<file path="config.mk">
export PLATFORM = sky130hd
export DESIGN_NAME = multi_mode_counter
export DESIGN_NICKNAME = d
export VERILOG_FILES = /design/src/rtl/multi_mode_counter.sv
export SDC_FILE = /design/constraint.sdc
export NUM_CORES = 1
export LEC_CHECK = 0
export CAP_MARGIN = 20
export CORE_UTILIZATION = 25
export DETAILED_ROUTE_END_ITERATION = 6
export GPL_TIMING_DRIVEN = 0
export SETUP_SLACK_MARGIN = 0.1
export SKIP_CTS_REPAIR_TIMING = 1
export SYNTH_ARGS = -nofsm -noshare
export SYNTH_HDL_FRONTEND = slang
export SYNTH_SLANG_ARGS = --single-unit
</file>
<file path="constraint.sdc">
create_clock -name clk -period 3.01 [get_ports clk]
set_input_delay 0.903 -clock clk [delete_from_list [all_inputs] [get_ports clk]]
set_output_delay 0.903 -clock clk [all_outputs]
set_load 0.05 [all_outputs]
</file>
<file path="src/rtl/multi_mode_counter.sv">
// rtl/multi_mode_counter.sv - multi-channel up/down counter with shared terminal value
// Each channel runs an IDLE/RUN/HOLD FSM; per-edge priority is load > stop > start > count.
module multi_mode_counter #(
  parameter int WIDTH    = 8,
  parameter int CHANNELS = 2,
  parameter bit ONESHOT  = 1'b0
) (
  input  logic                      clk,
  input  logic                      reset,
  input  logic [CHANNELS-1:0]       start,
  input  logic [CHANNELS-1:0]       stop,
  input  logic [CHANNELS-1:0]       dir,
  input  logic [CHANNELS-1:0]       load,
  input  logic [CHANNELS*WIDTH-1:0] load_val,
  input  logic [WIDTH-1:0]          limit,
  output logic [CHANNELS*WIDTH-1:0] count,
  output logic [CHANNELS-1:0]       busy,
  output logic [CHANNELS-1:0]       done
);

  typedef enum logic [1:0] {IDLE, RUN, HOLD} state_t;

  state_t           state   [CHANNELS];
  logic [WIDTH-1:0] cur     [CHANNELS];
  logic [WIDTH-1:0] term    [CHANNELS];
  logic [WIDTH-1:0] rst_val [CHANNELS];

  // Up-counters stop at limit and restart at 0; down-counters mirror that.
  always_comb begin
    for (int i = 0; i < CHANNELS; i++) begin
      cur[i]     = count[i*WIDTH +: WIDTH];
      term[i]    = dir[i] ? '0 : limit;
      rst_val[i] = dir[i] ? limit : '0;
    end
  end

  always_ff @(posedge clk) begin
    if (!reset) begin
      for (int i = 0; i < CHANNELS; i++) state[i] <= IDLE;
      count <= '0;
      busy  <= '0;
      done  <= '0;
    end else begin
      for (int i = 0; i < CHANNELS; i++) begin
        done[i] <= 1'b0;
        if (load[i]) begin
          count[i*WIDTH +: WIDTH] <= load_val[i*WIDTH +: WIDTH];
        end else if (stop[i]) begin
          if (state[i] == RUN) begin
            state[i] <= IDLE;
            busy[i]  <= 1'b0;
          end
        end else if (start[i]) begin
          if (state[i] != RUN) begin
            state[i] <= RUN;
            busy[i]  <= 1'b1;
          end
          if (state[i] == HOLD) count[i*WIDTH +: WIDTH] <= rst_val[i];
        end else if (state[i] == RUN) begin
          if (cur[i] == term[i]) begin
            done[i] <= 1'b1;
            if (ONESHOT) begin
              state[i] <= HOLD;
              busy[i]  <= 1'b0;
            end else begin
              count[i*WIDTH +: WIDTH] <= rst_val[i];
            end
          end else if (dir[i]) begin
            count[i*WIDTH +: WIDTH] <= cur[i] - 1'b1;
          end else begin
            count[i*WIDTH +: WIDTH] <= cur[i] + 1'b1;
          end
        end
      end
    end
  end

endmodule

</file>
# --- Word-level counts from Yosys, hierarchy flattened ---
# Memory sizes are Yosys's and may differ from the RTL's.
# Index checks and enable logic that the tools add are counted.
word_totals:
  register_bits: 20
  mem_bits_rw: 2
  input_bits: 34
  n_memories: 1
  output_inout_bits: 20
  elab_cells: 101
op_classes:
  muxes: 55
  bitwise_logic: 9
  n_eq_ne: 14
  reduce_logical: 12
  n_addsub: 4
mem_list:
  columns: ["name", "depth", "word_bits", "rd", "rd_ports_with_merged_regs", "write_ports", "line", "source"]
  rows:
  - ["state", 2, 1, 2, 0, 2, "23", "state_t state [CHANNELS];"]
ops:
  columns: ["cell", "n"]
  rows:
  - ["8-bit two-way mux", 18]
  - ["1-bit two-way mux", 37]
  - ["8-bit by 1-bit adder with 8-bit output, second input constant", 2]
  - ["8-bit equality test", 2]
  - ["8-bit by 1-bit subtractor with 8-bit output, second input constant", 2]
  - ["2-bit by 1-bit != test with 1-bit output, second input constant", 6]
  - ["5-bit OR reduction", 2]
  - ["4-bit AND reduction", 2]
  - ["2-bit nonzero test", 4]
  - ["3-bit by 1-bit != test with 1-bit output, second input constant", 2]
  - ["3-bit AND reduction", 2]
  - ["3-bit nonzero test", 2]
  - ["1-bit inverter", 5]
  - ["2-bit by 1-bit equality test with 1-bit output, second input constant", 2]
  - ["2-bit equality test, second input constant", 2]
  - ["1-bit bitwise OR", 4]

# --- Depth between registers and ports, before layout ---
# An unclocked memory read counts as a cell.
depth:
  ltp_word: 9
  ltp_mapped: 9
  ltp_nobuf: 8

# --- Least setup slack after synthesis ---
# No wires, ideal clock.
synth_path:
  path_type: "input to register"
  from: "in dir[0]"
  to: "reg count[6]"
  path_stages: 8
  slack_ns: 0.557
  required_ns: 2.888
  path_buffers: 0
  arrival_time_ns: 2.331
  setup_time_ns: 0.122
  path_cell_list: "inv_1 > fa_1 > nor2b_1 > or3_1 > a21oi_1 > o21ba_2 > xnor2_1 > a311o_1"
synth_via:
  elab_chain_cells: 7
  elab_cells_between_ends: 10
  classes_between: "1 x eq/ne; 9 x mux"
synth_rtl:
  columns: ["element", "line", "source"]
  rows:
  - ["from (decl)", "12", "input logic [CHANNELS-1:0] dir,"]
  - ["8-bit two-way mux", "32", "term[i] = dir[i] ? '0 : limit;"]
  - ["8-bit equality test", "60", "if (cur[i] == term[i]) begin"]
  - ["8-bit two-way mux", "60", null]
  - ["8-bit two-way mux", "59", "end else if (state[i] == RUN) begin"]
  - ["8-bit two-way mux (*)", "53", "end else if (start[i]) begin"]
  - ["8-bit two-way mux (*)", "48", "end else if (stop[i]) begin"]
  - ["8-bit two-way mux (*)", "46", "if (load[i]) begin"]
  - ["to (signal, indexed assignment)", "47", "count[i*WIDTH +: WIDTH] <= load_val[i*WIDTH +: WIDTH];"]
  - ["to (signal, indexed assignment)", "58", "if (state[i] == HOLD) count[i*WIDTH +: WIDTH] <= rst_val[i];"]
  - ["to (signal, indexed assignment)", "66", "count[i*WIDTH +: WIDTH] <= rst_val[i];"]
  - ["to (decl)", "16", "output logic [CHANNELS*WIDTH-1:0] count,"]
# Mark *: on every way between the ends. The rest lies on a longest branch, timed or not. The select of a mux whose other input is x is not followed.
# A chain may end at the register's enable or synchronous reset.

# --- Final worst setup path ---
layout_path:
  from: "in limit[1]"
  to: "reg count[7]"
layout_via:
  elab_chain_cells: 7
layout_rtl:
  columns: ["element", "line", "source"]
  rows:
  - ["from (decl)", "15", "input logic [WIDTH-1:0] limit,"]
  - ["8-bit two-way mux", "32", null]
  - ["8-bit equality test", "60", null]
  - ["8-bit two-way mux", "60", null]
  - ["8-bit two-way mux", "59", null]
  - ["8-bit two-way mux", "53", null]
  - ["8-bit two-way mux", "48", null]
  - ["8-bit two-way mux", "46", null]
# No other way between the ends. The select of a mux whose other input is x is not followed.

==> flow_summary.toml <==
[placed_design]
dp_hpwl_um = 5130
port_buffers = 51
dp.cells = 430
gp_congestion = 0.843

[worst_setup_path]
crit_family = "buffers and inverters"
crit_type = "in2reg"
critical_path_depth = 8
worstRegToRegCells = 8
crit_fanout = 10
start_kind = "primary input"
crit_slowest_cell = "clkdlybuf4s50_1"
cp.required_ps = 3180
worst-path-buf-inv = 2
slowest_delay_ps = 680
cp.arrival_ps = 3020
worstPathCellList = "clkdlybuf4s50_1, and4bb_1, a31oi_1, o21ai_1, a31oi_1, buf_4, a2bb2oi_1, o21ai_1"
end_kind = "register"

[logic_synthesis]
synth_edf_count = 1
ys_types = 58
synth_area_sq_um = 2160
ys_top_cells_by_area = "dfxtp_1, ha_1, nor2_1"
ys_seq_elements = 22
yosysTopAreaCellShare_pct = 19.5
syn_avg_cell_area_sq_um = 7.88
synth-seq-area-share_pct = 20.9
synth_fp_nets = 322
synthFlopType = "dfxtp_1"
syn_inst = 274
yosysTopAreaCell = "dfxtp_1"
async_flop_share_pct = 0
yosysWarnings = 0

[timing]
finalHoldViolCount = 0
setup_viol = 0
slew_headroom_pct = 64.3
fmax_mhz = 351
finalMaxSlewViolations = 0
finalCriticalPeriod_ps = 2850
worst_pin_slew_ps = 532
finalCritPeriodShare_pct = 94.7
finClkSkew_ps = 2.09
rsz0062_at_grt = "yes"

[grt]
overflow = 0
grt_pass1_wl_um = 10600
first_global_vias = 2069
antenna_found_initial = 0
grt_max_degree = 14
grt_use_total_pct = 15.1

[finish]
n_antenna_cell = 0
fillerInstances = 879
stdcell_count = 435
drive_above_1_share_pct = 8.18
nets = 379
layout_common_cells = "clkdlybuf4s50_1, nor2_1, dfxtp_1, o21ai_0, nand3_1"
final_common_cell = "clkdlybuf4s50_1"
multiInputGateArea_sq_um = 1600
area_growth_pct = 34.1
seq_area_sq_um = 450
final_util_pct = 34.9

[power]
ir_drop_uv = 257
switchingPower_w = 0.000410
p_comb_share_pct = 42.1
p_clk_share_pct = 26.1
intPower_w = 0.000699
seq_power_share_pct = 31.7
power_density_nw_per_um2 = 383
leakage_nw = 1.11
p_sw_share_pct = 37.0

[status]
status = "complete, no violations"

[clock_tree]
max-clock-path-buffers = 2
path_clk_slew_ps = 90
cts-root-buf = "clkbuf_8"
cts_sinks = 22
cts_tree = "built"
cts_inserted_buffers = 3
htree_levels = 1
clkLatencyLatePin_ps = 270

[die]
num_io_pins = 54
start_util_pct = 26.0
dieArea_sq_um = 9010
fp.dieW_um = 94.9
rows = 33
fp.dieH_um = 94.9
core-area_sq_um = 8300

[route]
dr.pass1.iters = 4
wl_per_cell_um = 15.4
drt_iter0_drc = 151
wl_um = 6690
drtAntennaViolNets = 0
drc = 0
viasPerCell = 5.13
vias = 2231

[flow_run]
maxCapViolations = 0

[min_path]
hold_depth = 2
hold_class = "reg2reg"
[registers in the layout (all words and copies together) (netlist names)]
signal	count
busy	2
state	2
done	2
count	16
[metal layers]
metal / vias to the layer above / track usage (%) / routed length [um]
met1: 1025 / 22.3 / 3430
met2: 54 / 22.4 / 2830
met3: 9 / 3.46 / 365
met4: 0 / 2.53 / 61
met5: - / 0 / 0
li1: 1143 / - / -
[path summary, 6_finish.rpt]
path | endpoint | from | slack (ps)
setup / recovery | count[7] | limit[1] | 160
hold / removal | busy[1] | busy[1] | 500
setup reg to reg | count[6] | count[0] | 810
hold reg to reg | busy[1] | busy[1] | 500
[cells in the mapped netlist (2+ instances only)]
master     number
a211oi_1        3
a21boi_0        2
a221oi_2        2
o221ai_1        6
a31oi_1         4
or3_1           4
a221oi_1        2
a21oi_1         8
nand3_1        16
dfxtp_1        21
o21ai_1         5
o211ai_1        6
xnor2_1        10
and4bb_1        2
and4_1          3
a21o_1          5
ha_1           12
o21a_1          2
fa_1            2
inv_1          14
nor2_1         36
buf_4           3
o21ai_0        18
nor2b_1         9
xor2_1          3
a32o_1          2
a22oi_1         6
buf_2           4
nand2_1        13
nand4_1         5
clkbuf_1        3
a2bb2oi_1       4
nand2b_1        7
a22o_1          7
and2_1          2
[kinds of logic after synthesis]
| logic type | Yosys count | share of synthesized area, % |
|---|---|---|
| AO/OA/AOI/OAI | 93 | 33.1 |
| XOR/XNOR | 13 | 5.27 |
| adder cells (fa/ha/maj) | 14 | 8.81 |
| buffers and inverters | 25 | 5.45 |
| flip-flops | 22 | 20.9 |
| multiplexers | 2 | 1.16 |
| AND/OR/NAND/NOR | 105 | 25.4 |
[through the flow]
step | cell area [sq um] | power (W) | TNS, ps | setup slack [ps] | hold slack [ps]
4_1_cts | 2870 | 0.00111 | -254 | -187 | 514
5_1_grt | 2900 | 0.00117 | 0 | 69.7 | 556
6_report | 2900 | 0.00111 | 0 | 161 | 502
3_3_place_gp | 2800 | 0.000814 | -2800 | -488 | 485
3_5_place_dp | 2800 | 0.000819 | -2940 | -462 | 500
2_1_floorplan | 2160 | 0.000662 | 0 | 557 | 544
[power groups by stage]
stage	Sequential [W]	Combinational (W)	Clock [W]
CTS	0.000352	0.000464	0.000296
global route	0.000356	0.000506	0.000312
global placement	0.000358	0.000456	0
detailed placement	0.000358	0.000461	0
floorplan	0.000415	0.000248	0
finish	0.000352	0.000467	0.000290
[worst min-delay path, cell delays in order (launching register included)]
cell	delay (ps)
dfxtp_1	330
o21ai_0	60
a21boi_0	70
[layout make-up]
class | instances | area share, %
buffer | 11 | 2.25
multi-input combinational | 227 | 55.1
timing repair buffer | 52 | 18.2
inverter | 14 | 1.82
clock buffer | 3 | 1.43
clock inverter | 1 | 1.04
tap | 105 | 4.54
sequential | 22 | 15.6
Power figures use the tool's default switching activity.
